<file path="src/rtl/enc_8b10b_pkg.sv">
// enc_8b10b_pkg: shared types, constants and code tables for the 8b/10b transmit encoder.
//   Sub-block tables are written in transmission-letter order (MSB = first letter, i.e.
//   'a' for the 6b block and 'f' for the 4b block) so they read like the published tables.
//   rev6()/rev4() map them onto the dataout bit order (bit0 = a ... bit9 = j).
package enc_8b10b_pkg;

  typedef logic [7:0] data_byte_t;
  typedef logic [9:0] code_t;

  // Kind of request held in stage 1.
  typedef enum logic [1:0] {
    ReqBubble,
    ReqSym,
    ReqIdle
  } req_e;

  localparam data_byte_t IDLE_CODE = 8'hBC;
  localparam code_t      K28_5_RDN = 10'h17C;
  localparam code_t      K28_5_RDP = 10'h283;

  // K28 6b sub-block taken from the RD- comma, converted to letter order.
  localparam logic [5:0] K28_6B_RDN = 6'b001111;

  // D.x.7 primary and alternate 4b codes (RD- column, letter order fghj).
  localparam logic [3:0] P7_4B_RDN = 4'b1110;
  localparam logic [3:0] A7_4B_RDN = 4'b0111;

  // 5b/6b table, RD- column, abcdei.
  function automatic logic [5:0] d6_rdn(input logic [4:0] x);
    logic [5:0] c;
    unique case (x)
      5'd0:    c = 6'b100111;
      5'd1:    c = 6'b011101;
      5'd2:    c = 6'b101101;
      5'd3:    c = 6'b110001;
      5'd4:    c = 6'b110101;
      5'd5:    c = 6'b101001;
      5'd6:    c = 6'b011001;
      5'd7:    c = 6'b111000;
      5'd8:    c = 6'b111001;
      5'd9:    c = 6'b100101;
      5'd10:   c = 6'b010101;
      5'd11:   c = 6'b110100;
      5'd12:   c = 6'b001101;
      5'd13:   c = 6'b101100;
      5'd14:   c = 6'b011100;
      5'd15:   c = 6'b010111;
      5'd16:   c = 6'b011011;
      5'd17:   c = 6'b100011;
      5'd18:   c = 6'b010011;
      5'd19:   c = 6'b110010;
      5'd20:   c = 6'b001011;
      5'd21:   c = 6'b101010;
      5'd22:   c = 6'b011010;
      5'd23:   c = 6'b111010;
      5'd24:   c = 6'b110011;
      5'd25:   c = 6'b100110;
      5'd26:   c = 6'b010110;
      5'd27:   c = 6'b110110;
      5'd28:   c = 6'b001110;
      5'd29:   c = 6'b101110;
      5'd30:   c = 6'b011110;
      default: c = 6'b101011;
    endcase
    return c;
  endfunction

  // 3b/4b data table, RD- column, fghj (y = 7 is the primary P7 code).
  function automatic logic [3:0] d4_rdn(input logic [2:0] y);
    logic [3:0] c;
    unique case (y)
      3'd0:    c = 4'b1011;
      3'd1:    c = 4'b1001;
      3'd2:    c = 4'b0101;
      3'd3:    c = 4'b1100;
      3'd4:    c = 4'b1101;
      3'd5:    c = 4'b1010;
      3'd6:    c = 4'b0110;
      default: c = P7_4B_RDN;
    endcase
    return c;
  endfunction

  // 3b/4b control table, RD- column, fghj. Every entry is complemented at RD+,
  // balanced ones included, which is what makes K28.y differ from D28.y.
  function automatic logic [3:0] k4_rdn(input logic [2:0] y);
    logic [3:0] c;
    unique case (y)
      3'd0:    c = 4'b1011;
      3'd1:    c = 4'b0110;
      3'd2:    c = 4'b1010;
      3'd3:    c = 4'b1100;
      3'd4:    c = 4'b1101;
      3'd5:    c = 4'b0101;
      3'd6:    c = 4'b1001;
      default: c = A7_4B_RDN;
    endcase
    return c;
  endfunction

  function automatic logic is_legal_k(input data_byte_t b);
    logic [4:0] x;
    x = b[4:0];
    return (x == 5'd28) ||
           ((b[7:5] == 3'd7) && ((x == 5'd23) || (x == 5'd27) || (x == 5'd29) || (x == 5'd30)));
  endfunction

  function automatic logic [5:0] rev6(input logic [5:0] v);
    logic [5:0] r;
    for (int i = 0; i < 6; i++) r[i] = v[5-i];
    return r;
  endfunction

  function automatic logic [3:0] rev4(input logic [3:0] v);
    logic [3:0] r;
    for (int i = 0; i < 4; i++) r[i] = v[3-i];
    return r;
  endfunction

endpackage

</file>
<file path="src/rtl/enc_8b10b_tx_if.sv">
// enc_8b10b_tx_if: request/symbol bundle of the 8b/10b transmit encoder.
//   Request (master -> slave): ena, datain[7:0], kin, idle_ins, rdforce, rdin.
//   Symbol  (slave -> master): valid, dataout[9:0], kout, idle, kerr, rdout.
interface enc_8b10b_tx_if;
  import enc_8b10b_pkg::*;

  logic       ena;
  data_byte_t datain;
  logic       kin;
  logic       idle_ins;
  logic       rdforce;
  logic       rdin;

  logic       valid;
  code_t      dataout;
  logic       kout;
  logic       idle;
  logic       kerr;
  logic       rdout;

  modport master (
    output ena, datain, kin, idle_ins, rdforce, rdin,
    input  valid, dataout, kout, idle, kerr, rdout
  );

  modport slave (
    input  ena, datain, kin, idle_ins, rdforce, rdin,
    output valid, dataout, kout, idle, kerr, rdout
  );

endinterface

</file>
<file path="src/rtl/enc_8b10b_core.sv">
// enc_8b10b_core: combinational 8b/10b symbol encoder.
//   byte_i  : byte to encode ([7:5] = y, [4:0] = x)
//   k_i     : encode as control character
//   rd_i    : running disparity before the symbol (0 = RD-, 1 = RD+)
//   code_o  : 10-bit symbol, bit0 = a ... bit5 = i, bit6 = f ... bit9 = j
//   rd_o    : running disparity after the symbol
//   kerr_o  : k_i set with a byte outside the legal control set (encoded as data)
module enc_8b10b_core
  import enc_8b10b_pkg::*;
(
  input  data_byte_t byte_i,
  input  logic       k_i,
  input  logic       rd_i,
  output code_t      code_o,
  output logic       rd_o,
  output logic       kerr_o
);

  logic [4:0] x;
  logic [2:0] y;
  logic       use_k, is_k28, is_d7, alt7;
  logic       bal6, bal4, compl4, rd6;
  logic [5:0] six_n, six;
  logic [3:0] four_n, four;

  assign x = byte_i[4:0];
  assign y = byte_i[7:5];

  always_comb begin
    kerr_o = k_i & ~is_legal_k(byte_i);
    use_k  = k_i & ~kerr_o;
    is_k28 = use_k && (x == 5'd28);
    // Legal K with x != 28 never has x == 7, so this only catches data-encoded D.7.
    is_d7  = !is_k28 && (x == 5'd7);

    six_n  = is_k28 ? K28_6B_RDN : d6_rdn(x);
    bal6   = ($countones(six_n) == 3);
    // D.7 is balanced yet still has distinct RD-/RD+ forms.
    six    = (rd_i && (!bal6 || is_d7)) ? ~six_n : six_n;
    rd6    = rd_i ^ ~bal6;

    // Alternate 7 avoids a run of five equal bits across the sub-block boundary.
    alt7   = (!rd6 && ((x == 5'd17) || (x == 5'd18) || (x == 5'd20))) ||
             ( rd6 && ((x == 5'd11) || (x == 5'd13) || (x == 5'd14)));

    if (use_k) begin
      four_n = k4_rdn(y);
    end else if (y == 3'd7) begin
      four_n = alt7 ? A7_4B_RDN : P7_4B_RDN;
    end else begin
      four_n = d4_rdn(y);
    end
    bal4   = ($countones(four_n) == 2);
    // D.x.3 is balanced but RD-dependent; control codes always flip at RD+.
    compl4 = use_k || !bal4 || (y == 3'd3);
    four   = (rd6 && compl4) ? ~four_n : four_n;
    rd_o   = rd6 ^ ~bal4;

    code_o = {rev4(four), rev6(six)};
  end

endmodule

</file>
<file path="src/rtl/enc_8b10b_tx.sv">
// enc_8b10b_tx: two-stage 8b/10b transmit encoder with running disparity and idle insertion.
//   clk     : clock, rising edge
//   reset_n : asynchronous reset, active high
//   bus     : request inputs and registered symbol outputs (see enc_8b10b_tx_if)
// Stage 1 registers the request; stage 2 encodes it and registers the symbol. The RD
// register feeds straight back into stage 2, so back-to-back symbols chain correctly.
module enc_8b10b_tx
  import enc_8b10b_pkg::*;
(
  input logic             clk,
  input logic             reset_n,
  enc_8b10b_tx_if.slave   bus
);

  // Stage 1
  req_e       req_d, req_q;
  data_byte_t byte_d, byte_q;
  logic       kin_d, kin_q;
  logic       force_d, force_q;
  logic       rdin_d, rdin_q;

  // Stage 2 (rd_q is both the RD register and the rdout output)
  logic       valid_d, valid_q;
  code_t      code_d, code_q;
  logic       kout_d, kout_q;
  logic       idle_d, idle_q;
  logic       kerr_d, kerr_q;
  logic       rd_d, rd_q;

  code_t      core_code;
  logic       core_rd, core_kerr, rd_cur;

  always_comb begin
    req_d   = ReqBubble;
    byte_d  = byte_q;
    kin_d   = kin_q;
    force_d = force_q;
    rdin_d  = rdin_q;
    if (bus.ena) begin
      req_d   = ReqSym;
      byte_d  = bus.datain;
      kin_d   = bus.kin;
      force_d = bus.rdforce;
      rdin_d  = bus.rdin;
    end else if (bus.idle_ins) begin
      req_d   = ReqIdle;
      byte_d  = IDLE_CODE;
      kin_d   = 1'b1;
      force_d = 1'b0;
      rdin_d  = 1'b0;
    end
  end

  assign rd_cur = force_q ? rdin_q : rd_q;

  enc_8b10b_core u_core (
    .byte_i (byte_q),
    .k_i    (kin_q),
    .rd_i   (rd_cur),
    .code_o (core_code),
    .rd_o   (core_rd),
    .kerr_o (core_kerr)
  );

  // Bubbles hold every output and the RD register; only valid drops.
  always_comb begin
    valid_d = 1'b0;
    code_d  = code_q;
    kout_d  = kout_q;
    idle_d  = idle_q;
    kerr_d  = kerr_q;
    rd_d    = rd_q;
    if (req_q != ReqBubble) begin
      valid_d = 1'b1;
      code_d  = core_code;
      kout_d  = kin_q & ~core_kerr;
      idle_d  = (req_q == ReqIdle);
      kerr_d  = core_kerr;
      rd_d    = core_rd;
    end
  end

  always_ff @(posedge clk or posedge reset_n) begin
    if (reset_n) begin
      req_q   <= ReqBubble;
      byte_q  <= '0;
      kin_q   <= 1'b0;
      force_q <= 1'b0;
      rdin_q  <= 1'b0;
      valid_q <= 1'b0;
      code_q  <= '0;
      kout_q  <= 1'b0;
      idle_q  <= 1'b0;
      kerr_q  <= 1'b0;
      rd_q    <= 1'b0;
    end else begin
      req_q   <= req_d;
      byte_q  <= byte_d;
      kin_q   <= kin_d;
      force_q <= force_d;
      rdin_q  <= rdin_d;
      valid_q <= valid_d;
      code_q  <= code_d;
      kout_q  <= kout_d;
      idle_q  <= idle_d;
      kerr_q  <= kerr_d;
      rd_q    <= rd_d;
    end
  end

  assign bus.valid   = valid_q;
  assign bus.dataout = code_q;
  assign bus.kout    = kout_q;
  assign bus.idle    = idle_q;
  assign bus.kerr    = kerr_q;
  assign bus.rdout   = rd_q;

endmodule

</file>
<file path="src/flat_wrapper.sv">
// flat-port wrapper written by rule: the top's interface ports become plain ports
module enc_8b10b_tx_flat import enc_8b10b_pkg::*;
  (clk, reset_n, bus_ena, bus_datain, bus_kin, bus_idle_ins, bus_rdforce, bus_rdin, bus_valid, bus_dataout, bus_kout, bus_idle, bus_kerr, bus_rdout);
  enc_8b10b_tx_if bus_i ();
  input logic clk;
  input logic reset_n;
  input wire logic [$bits(bus_i.ena)-1:0] bus_ena;
  input wire logic [$bits(bus_i.datain)-1:0] bus_datain;
  input wire logic [$bits(bus_i.kin)-1:0] bus_kin;
  input wire logic [$bits(bus_i.idle_ins)-1:0] bus_idle_ins;
  input wire logic [$bits(bus_i.rdforce)-1:0] bus_rdforce;
  input wire logic [$bits(bus_i.rdin)-1:0] bus_rdin;
  output wire logic [$bits(bus_i.valid)-1:0] bus_valid;
  output wire logic [$bits(bus_i.dataout)-1:0] bus_dataout;
  output wire logic [$bits(bus_i.kout)-1:0] bus_kout;
  output wire logic [$bits(bus_i.idle)-1:0] bus_idle;
  output wire logic [$bits(bus_i.kerr)-1:0] bus_kerr;
  output wire logic [$bits(bus_i.rdout)-1:0] bus_rdout;
  assign bus_i.ena = bus_ena;
  assign bus_i.datain = bus_datain;
  assign bus_i.kin = bus_kin;
  assign bus_i.idle_ins = bus_idle_ins;
  assign bus_i.rdforce = bus_rdforce;
  assign bus_i.rdin = bus_rdin;
  assign bus_valid = bus_i.valid;
  assign bus_dataout = bus_i.dataout;
  assign bus_kout = bus_i.kout;
  assign bus_idle = bus_i.idle;
  assign bus_kerr = bus_i.kerr;
  assign bus_rdout = bus_i.rdout;
  enc_8b10b_tx u_core (.clk(clk), .reset_n(reset_n), .bus(bus_i));
endmodule
</file>
<file path="config.mk">
export PLATFORM = sky130hd
export DESIGN_NAME = enc_8b10b_tx_flat
export DESIGN_NICKNAME = d
export VERILOG_FILES = /design/src/rtl/enc_8b10b_pkg.sv /design/src/rtl/enc_8b10b_tx_if.sv /design/src/rtl/enc_8b10b_core.sv /design/src/rtl/enc_8b10b_tx.sv /design/src/flat_wrapper.sv
export SDC_FILE = /design/constraint.sdc
export NUM_CORES = 1
export LEC_CHECK = 0
export BUFFER_PORTS_ARGS = -buffer_cell sky130_fd_sc_hd__buf_2
export CORE_MARGIN = 2
export CORE_UTILIZATION = 61
export DETAILED_ROUTE_END_ITERATION = 12
export PLACE_DENSITY = 0.84
export SKIP_CTS_REPAIR_TIMING = 1
export SLEW_MARGIN = 20
export SYNTH_ARGS = -nofsm -noshare
export SYNTH_HDL_FRONTEND = slang
export SYNTH_SLANG_ARGS = --single-unit
</file>
<file path="constraint.sdc">
create_clock -name clk -period 9.4 [get_ports clk]
set_input_delay 0.47 -clock clk [delete_from_list [all_inputs] [get_ports clk]]
set_output_delay 0.47 -clock clk [all_outputs]
set_load 0.03 [all_outputs]
</file>
* After elaboration in Yosys (flattened, before gate mapping) *
Memories as Yosys holds them, arrays and structs flattened.
Cells that the tools add are included.

storage, ports and cells
  flip-flop bits (word level) = 28
  ROM bits = 192
  bits of input ports = 15
  output and inout port bits = 15
  memories = 1

memory list
  name             words  bits a word  read ports  clocked after Yosys merged registers in  wr ports  RTL line             source
  (no name shown)  32     6            1           0                                        0         enc_8b10b_pkg.sv:31  unique case (x)

operators by class
  add/subtract/negate cells = 8
  equal/unequal tests = 22
  mux-type cells = 19
  bitwise operators = 10
  reductions and logical operators = 26

operators with widths
  kind                number
  $pmux 4 s7          2
  $eq 5x5->1 const B  8
  $mux 4              4
  $mux 8              2
  $eq 5x4->1 const B  3
  $eq 3x3->1 const B  4
  $logic_or 1x1->1    12
  $mux 6              2
  $add 1x1->2         5
  $eq 3x2->1 const B  3
  $logic_and 1x1->1   7
  $mux 1              7
  $add 2x2->3         2
  $not 6->6           1
  $eq 5x3->1 const B  1
  $add 3x2->4         1
  $eq 4x2->1 const B  1
  $logic_not 1->1     4
  $mux 2              2
  $not 1->1           4
  $not 4->4           1
  $reduce_bool 2->1   2
  $eq 3x1->1 const B  1
  $logic_not 3->1     1
  other kinds (3)     5

* Logic depth before layout (Yosys ltp) *
  word-level depth = 32
  gate-level depth with buffers = 24

* Hierarchy *
Synthesis repeated with hierarchy kept, for this count alone.

unflattened totals
  cell total of the unflattened synthesis = 208
  area, all modules = 2049.5 µm²

by module, submodules not included
  module          instances  cells each  area each (µm²)  sequential area each (µm²)
  enc_8b10b_tx    1          81          1101.1           700.7
  enc_8b10b_core  1          127         948.4            0.0

* Worst setup path after synthesis *
Ideal clock, no wire load.

  kind = reg-to-reg
  start = register u_core.byte_q[0]
  end = register u_core.code_q[6], in the netlist u_core.bus.dataout[6]
  data arrival time = 5.848 ns
  data required time = 9.260 ns
  path slack = 3.412 ns
  stages on the path, launching flop included = 24
  path buffers = 0
  period minus slack after synthesis = 5.988 ns
  cell sequence = dfrtp_1 -> inv_1 -> ha_1 -> mux2_2 -> mux4_2 -> a21oi_2 -> fa_1 -> inv_1 -> fa_1 -> ha_1 -> inv_1 -> fa_1 -> nand3b_1 -> xor2_2 -> mux2i_1 -> o211a_1 -> fa_1 -> ha_1 -> ha_1 -> nor3b_1 -> o21a_1 -> a21oi_4 -> xnor2_1 -> o21ai_0

on the way
  longest elaborated chain between the ends = 32
  elaborated cells between the ends (all ways) = 52
  classes of those cells = add/sub (8); eq/ne (13); mux (5); bitwise (7); reduce/logical (18); memory (1)

ends and longest elaborated chain
  what                               RTL line              source
  start: declaration                 enc_8b10b_tx.sv:17    data_byte_t byte_d, byte_q;
  start signal: assignment           enc_8b10b_tx.sv:98    byte_q <= byte_d;
  $eq 5x5->1                         enc_8b10b_pkg.sv:105  ((b[7:5] == 3'd7) && ((x == 5'd23) || (x == 5'd27) || (x == 5'd29) || (x == 5'd30)));
  $logic_or 1x1->1 (3 in a row)      enc_8b10b_pkg.sv:105
  $logic_and 1x1->1                  enc_8b10b_pkg.sv:105
  $logic_or 1x1->1                   enc_8b10b_pkg.sv:104  return (x == 5'd28) ||
  $not 1->1                          enc_8b10b_core.sv:30  kerr_o = k_i & ~is_legal_k(byte_i);
  $and 1x1->1                        enc_8b10b_core.sv:30
  $not 1->1                          enc_8b10b_core.sv:31  use_k = k_i & ~kerr_o;
  $and 1x1->1                        enc_8b10b_core.sv:31
  [... 13 more ...]                  --
  $mux 4                             enc_8b10b_core.sv:46  if (use_k) begin
  $add 1x1->2 (not written as such)  enc_8b10b_core.sv:53  bal4 = ($countones(four_n) == 2);
  $add 2x2->3 (not written as such)  enc_8b10b_core.sv:53
  $eq 3x2->1                         enc_8b10b_core.sv:53
  $logic_not 1->1                    enc_8b10b_core.sv:55  compl4 = use_k || !bal4 || (y == 3'd3);
  $logic_or 1x1->1 (2 in a row)      enc_8b10b_core.sv:55
  $logic_and 1x1->1                  enc_8b10b_core.sv:56  four = (rd6 && compl4) ? ~four_n : four_n;
  $mux 4 (*)                         enc_8b10b_core.sv:56
  end signal: assignment             enc_8b10b_tx.sv:103   code_q <= code_d;
  end: declaration                   enc_8b10b_tx.sv:24    code_t code_d, code_q;

Mark *: on every way between the ends. The rest lies on a longest branch, timed or not.
A chain may end at the register's enable or synchronous reset.

* Worst setup path in the final report *
  start = register u_core.byte_q[3]
  end = register u_core.code_q[8], in the netlist u_core.bus.dataout[8]

Same word-level chain as after synthesis.

==> results.toml <==
[sta]
rsz0062_at_grt = "false"
tns_ns = 0
clock.fmax_mhz = 155
slew_violations = 0
worstMarginPinSlew_ns = 0.912
max_slew_margin = 0.388
setup_viol = 0
finalCritPeriodShare = 0.687
skew_ns = 0.00303
finalHoldViolCount = 0
min_period_ns = 6.46

[setup_path]
cp-end-kind = "register"
cp.arrival_ns = 6.69
crit_required_ns = 9.63
path_cells = "mux2_2 > mux4_2 > a21oi_2 > fa_1 > inv_1 > fa_1 > ha_1 > inv_1 > fa_1 > nand3b_1 > xor2_2 > mux2i_1 > o211a_1 > fa_1 > ha_1 > ha_1 > nor3b_1 > o21a_1 > a21oi_4 > xnor2_1 > o21ai_1"
path_class = "reg2reg"
path_common_cell = "fa_1"
crit_slowest_cell = "dfrtp_1"
critPathMaxStageDelay_ns = 0.83
crit_fanout = 24
start_kind = "register"

[placement]
gp_congestion = 0.804
port_buffers = 29
hpwl_um = 2740

[floorplan]
core_um2 = 3130
row_count = 20
initial_core_util = 0.652
die_w_um = 61.8
dieArea_um2 = 3820
die_y_um = 61.8
io_pins = 30

[clocking]
htreeDepth = 1
cts_sinks = 28
cts-root-buf = "clkbuf_4"
numCtsBuffers = 3
clock_latency_ns = 0.33
clkTransAtPathRegs_ns = 0.14
cts.path.max_buffers = 2
cts_tree = "built"

[drt]
drcViolationCount = 0
wl_per_cell_um = 12.4
vias = 1540
vias_per_cell = 5.44
dr.first_iter.drc_count = 96
wirelength_um = 3520
first_pass_iters = 4
ant_nets = 0

[final_layout]
nets = 270
drive_above_1_share = 0.209
seqCellArea_um2 = 701
synthToLayoutAreaGrowth_pct = 8.04
fill_cells = 249
multi_input_area_um2 = 1210
antennaDiodeCount = 0

[logic_synthesis]
synth.top_cell.area_share = 0.344
yosysTopAreaCell = "dfrtp_1"
synth_edf_count = 0
synthCells = 221
synth_fp_nets = 251
synthTopCellsByCount = "nand2_1, dfrtp_1, o21ai_0"
yosys_warnings = 0
syn_avg_cell_area_um2 = 9.22
synth-seq-area-share = 0.344
synth-seq-cells = 28
synth-async-reset-ratio = 1.00
yosysUniqueCellTypes = 53
syn_area_um2 = 2040
synth_ff_type = "dfrtp_1"
synth.most_common_cell = "nand2_1"
synth_area_leaders = "dfrtp_1, ha_1, nand2_1"

[global_route]
grt_pass1_wl_um = 6240
grtUsageTotal = 0.216
grt_pass1_vias = 1384
antenna_found_initial = 0
grt_max_degree = 29
grt_overflow_total = 0

[job]
maxCapViolations = 0

[pwr]
p_per_area_nw_per_um2 = 228
p_total_mw = 0.501
peakVddDrop_mv = 0.131
p_leak_nw = 0.961

[run_status]
status = "finished clean"

[min_path]
hp-class = "in2async"
[worst paths after layout]
check | slack (ns) | startpoint | end | depth (start not counted)
setup / recovery | 2.94 | u_core.byte_q[3] | u_core.bus.dataout[8] | 21
min in group clk | 0.34 | bus_datain[2] | u_core.byte_q[2] | 3
hold / removal | 0.20 | reset_n | u_core.bus.dataout[8] | 2
setup reg to reg | 2.94 | u_core.byte_q[3] | u_core.bus.dataout[8] | 21
max in group asynchronous | 8.78 | reset_n | u_core.force_q | 2
hold reg to reg | 0.43 | u_core.req_q[0] | u_core.bus.idle | 1
[cell type report]
type | instances | share of cell area
Tap cell | 44 | 0.0250
Timing Repair Buffer | 30 | 0.0693
Clock buffer | 4 | 0.0165
Inverter | 12 | 0.0205
Multi-Input combinational cell | 165 | 0.551
Sequential cell | 28 | 0.318
[sequential cells by signal, indices dropped and copies added, names as in the netlist]
signal / count
u_core.bus.dataout: 10
u_core.byte_q: 8
u_core.req_q: 2
u_core.bus.idle: 1
u_core.bus.kerr: 1
u_core.bus.kout: 1
u_core.bus.rdout: 1
u_core.bus.valid: 1
u_core.force_q: 1
u_core.kin_q: 1
u_core.rdin_q: 1
[power by group]
| part | internal (mW) | switching [mW] |
|---|---|---|
| registers | 0.150 | 0.0245 |
| logic | 0.108 | 0.161 |
| clock network | 0.0237 | 0.0335 |
| total | 0.282 | 0.219 |
[cell families (layout without fill, tap and decap cells)]
logic type,after synthesis,after routing,synth area share
flip-flops,28,28,0.344
AND/OR/NAND/NOR,72,72,0.166
XOR/XNOR,13,13,0.0632
multiplexers,10,10,0.0638
adder cells (fa/ha/maj),16,16,0.112
buffers and inverters,28,46,0.0614
AO/OA/AOI/OAI,54,54,0.189
[through the flow]
| step | utilization | hold slack [ns] | std cells | worst slack [ns] | instance area, um2 |
|---|---|---|---|---|---|
| finish | 0.704 | 0.202 | 283 | 2.94 | 2200 |
| global route | 0.704 | 0.251 | 283 | 2.53 | 2200 |
| CTS | 0.704 | 0.335 | 283 | 2.95 | 2200 |
| detailed placement | 0.692 | 0.416 | 279 | 2.95 | 2170 |
| global placement | 0.692 | 0.409 | 279 | 3.16 | 2170 |
| floorplan | - | 0.404 | 221 | 3.41 | 2040 |
[cell usage in the layout (no fill, tap or decap), types with 2 or more instances in the layout]
| master | synthesis | layout |
|---|---|---|
| nand2b_1 | 2 | 2 |
| mux2i_1 | 6 | 6 |
| nor2b_1 | 3 | 3 |
| o211ai_1 | 2 | 2 |
| nand4_1 | 3 | 3 |
| nor3b_1 | 2 | 2 |
| clkbuf_4 | 0 | 3 |
| nor2_1 | 13 | 13 |
| o21ai_1 | 6 | 6 |
| nand3b_1 | 5 | 5 |
| xor2_1 | 3 | 3 |
| fa_1 | 4 | 4 |
| nor3_1 | 2 | 2 |
| buf_2 | 7 | 29 |
| nand2_1 | 36 | 36 |
| o21ai_0 | 22 | 22 |
| o31ai_1 | 3 | 3 |
| mux4_2 | 2 | 2 |
| a21oi_2 | 2 | 2 |
| dfrtp_1 | 28 | 28 |
| xnor2_1 | 8 | 8 |
| inv_1 | 12 | 11 |
| ha_1 | 11 | 11 |
| a211oi_1 | 2 | 2 |
[critical path, delay by kind of cell, from the launching register on]
family | cells | cell delay (ns)
AOI/OAI and AO/OA | 5 | 0.80
xor gates and xnor gates | 2 | 0.49
adders and majority gates | 7 | 2.35
buffers and inverters | 2 | 0.15
DFF | 1 | 0.83
muxes | 3 | 1.21
and+or+nand+nor | 2 | 0.53
[per-layer routing]
metal | track usage | up-vias | part of all wire | routed length, um
met1 | 0.307 | 701 | 0.48 | 1690
met2 | 0.352 | 34 | 0.47 | 1670
li1 | - | 801 | - | -
met3 | 0.0373 | 4 | 0.038 | 134
met5 | 0 | - | 0 | 0
met4 | 0.0365 | 0 | 0.0065 | 23
Note: power is estimated with default switching activity, not from simulation.
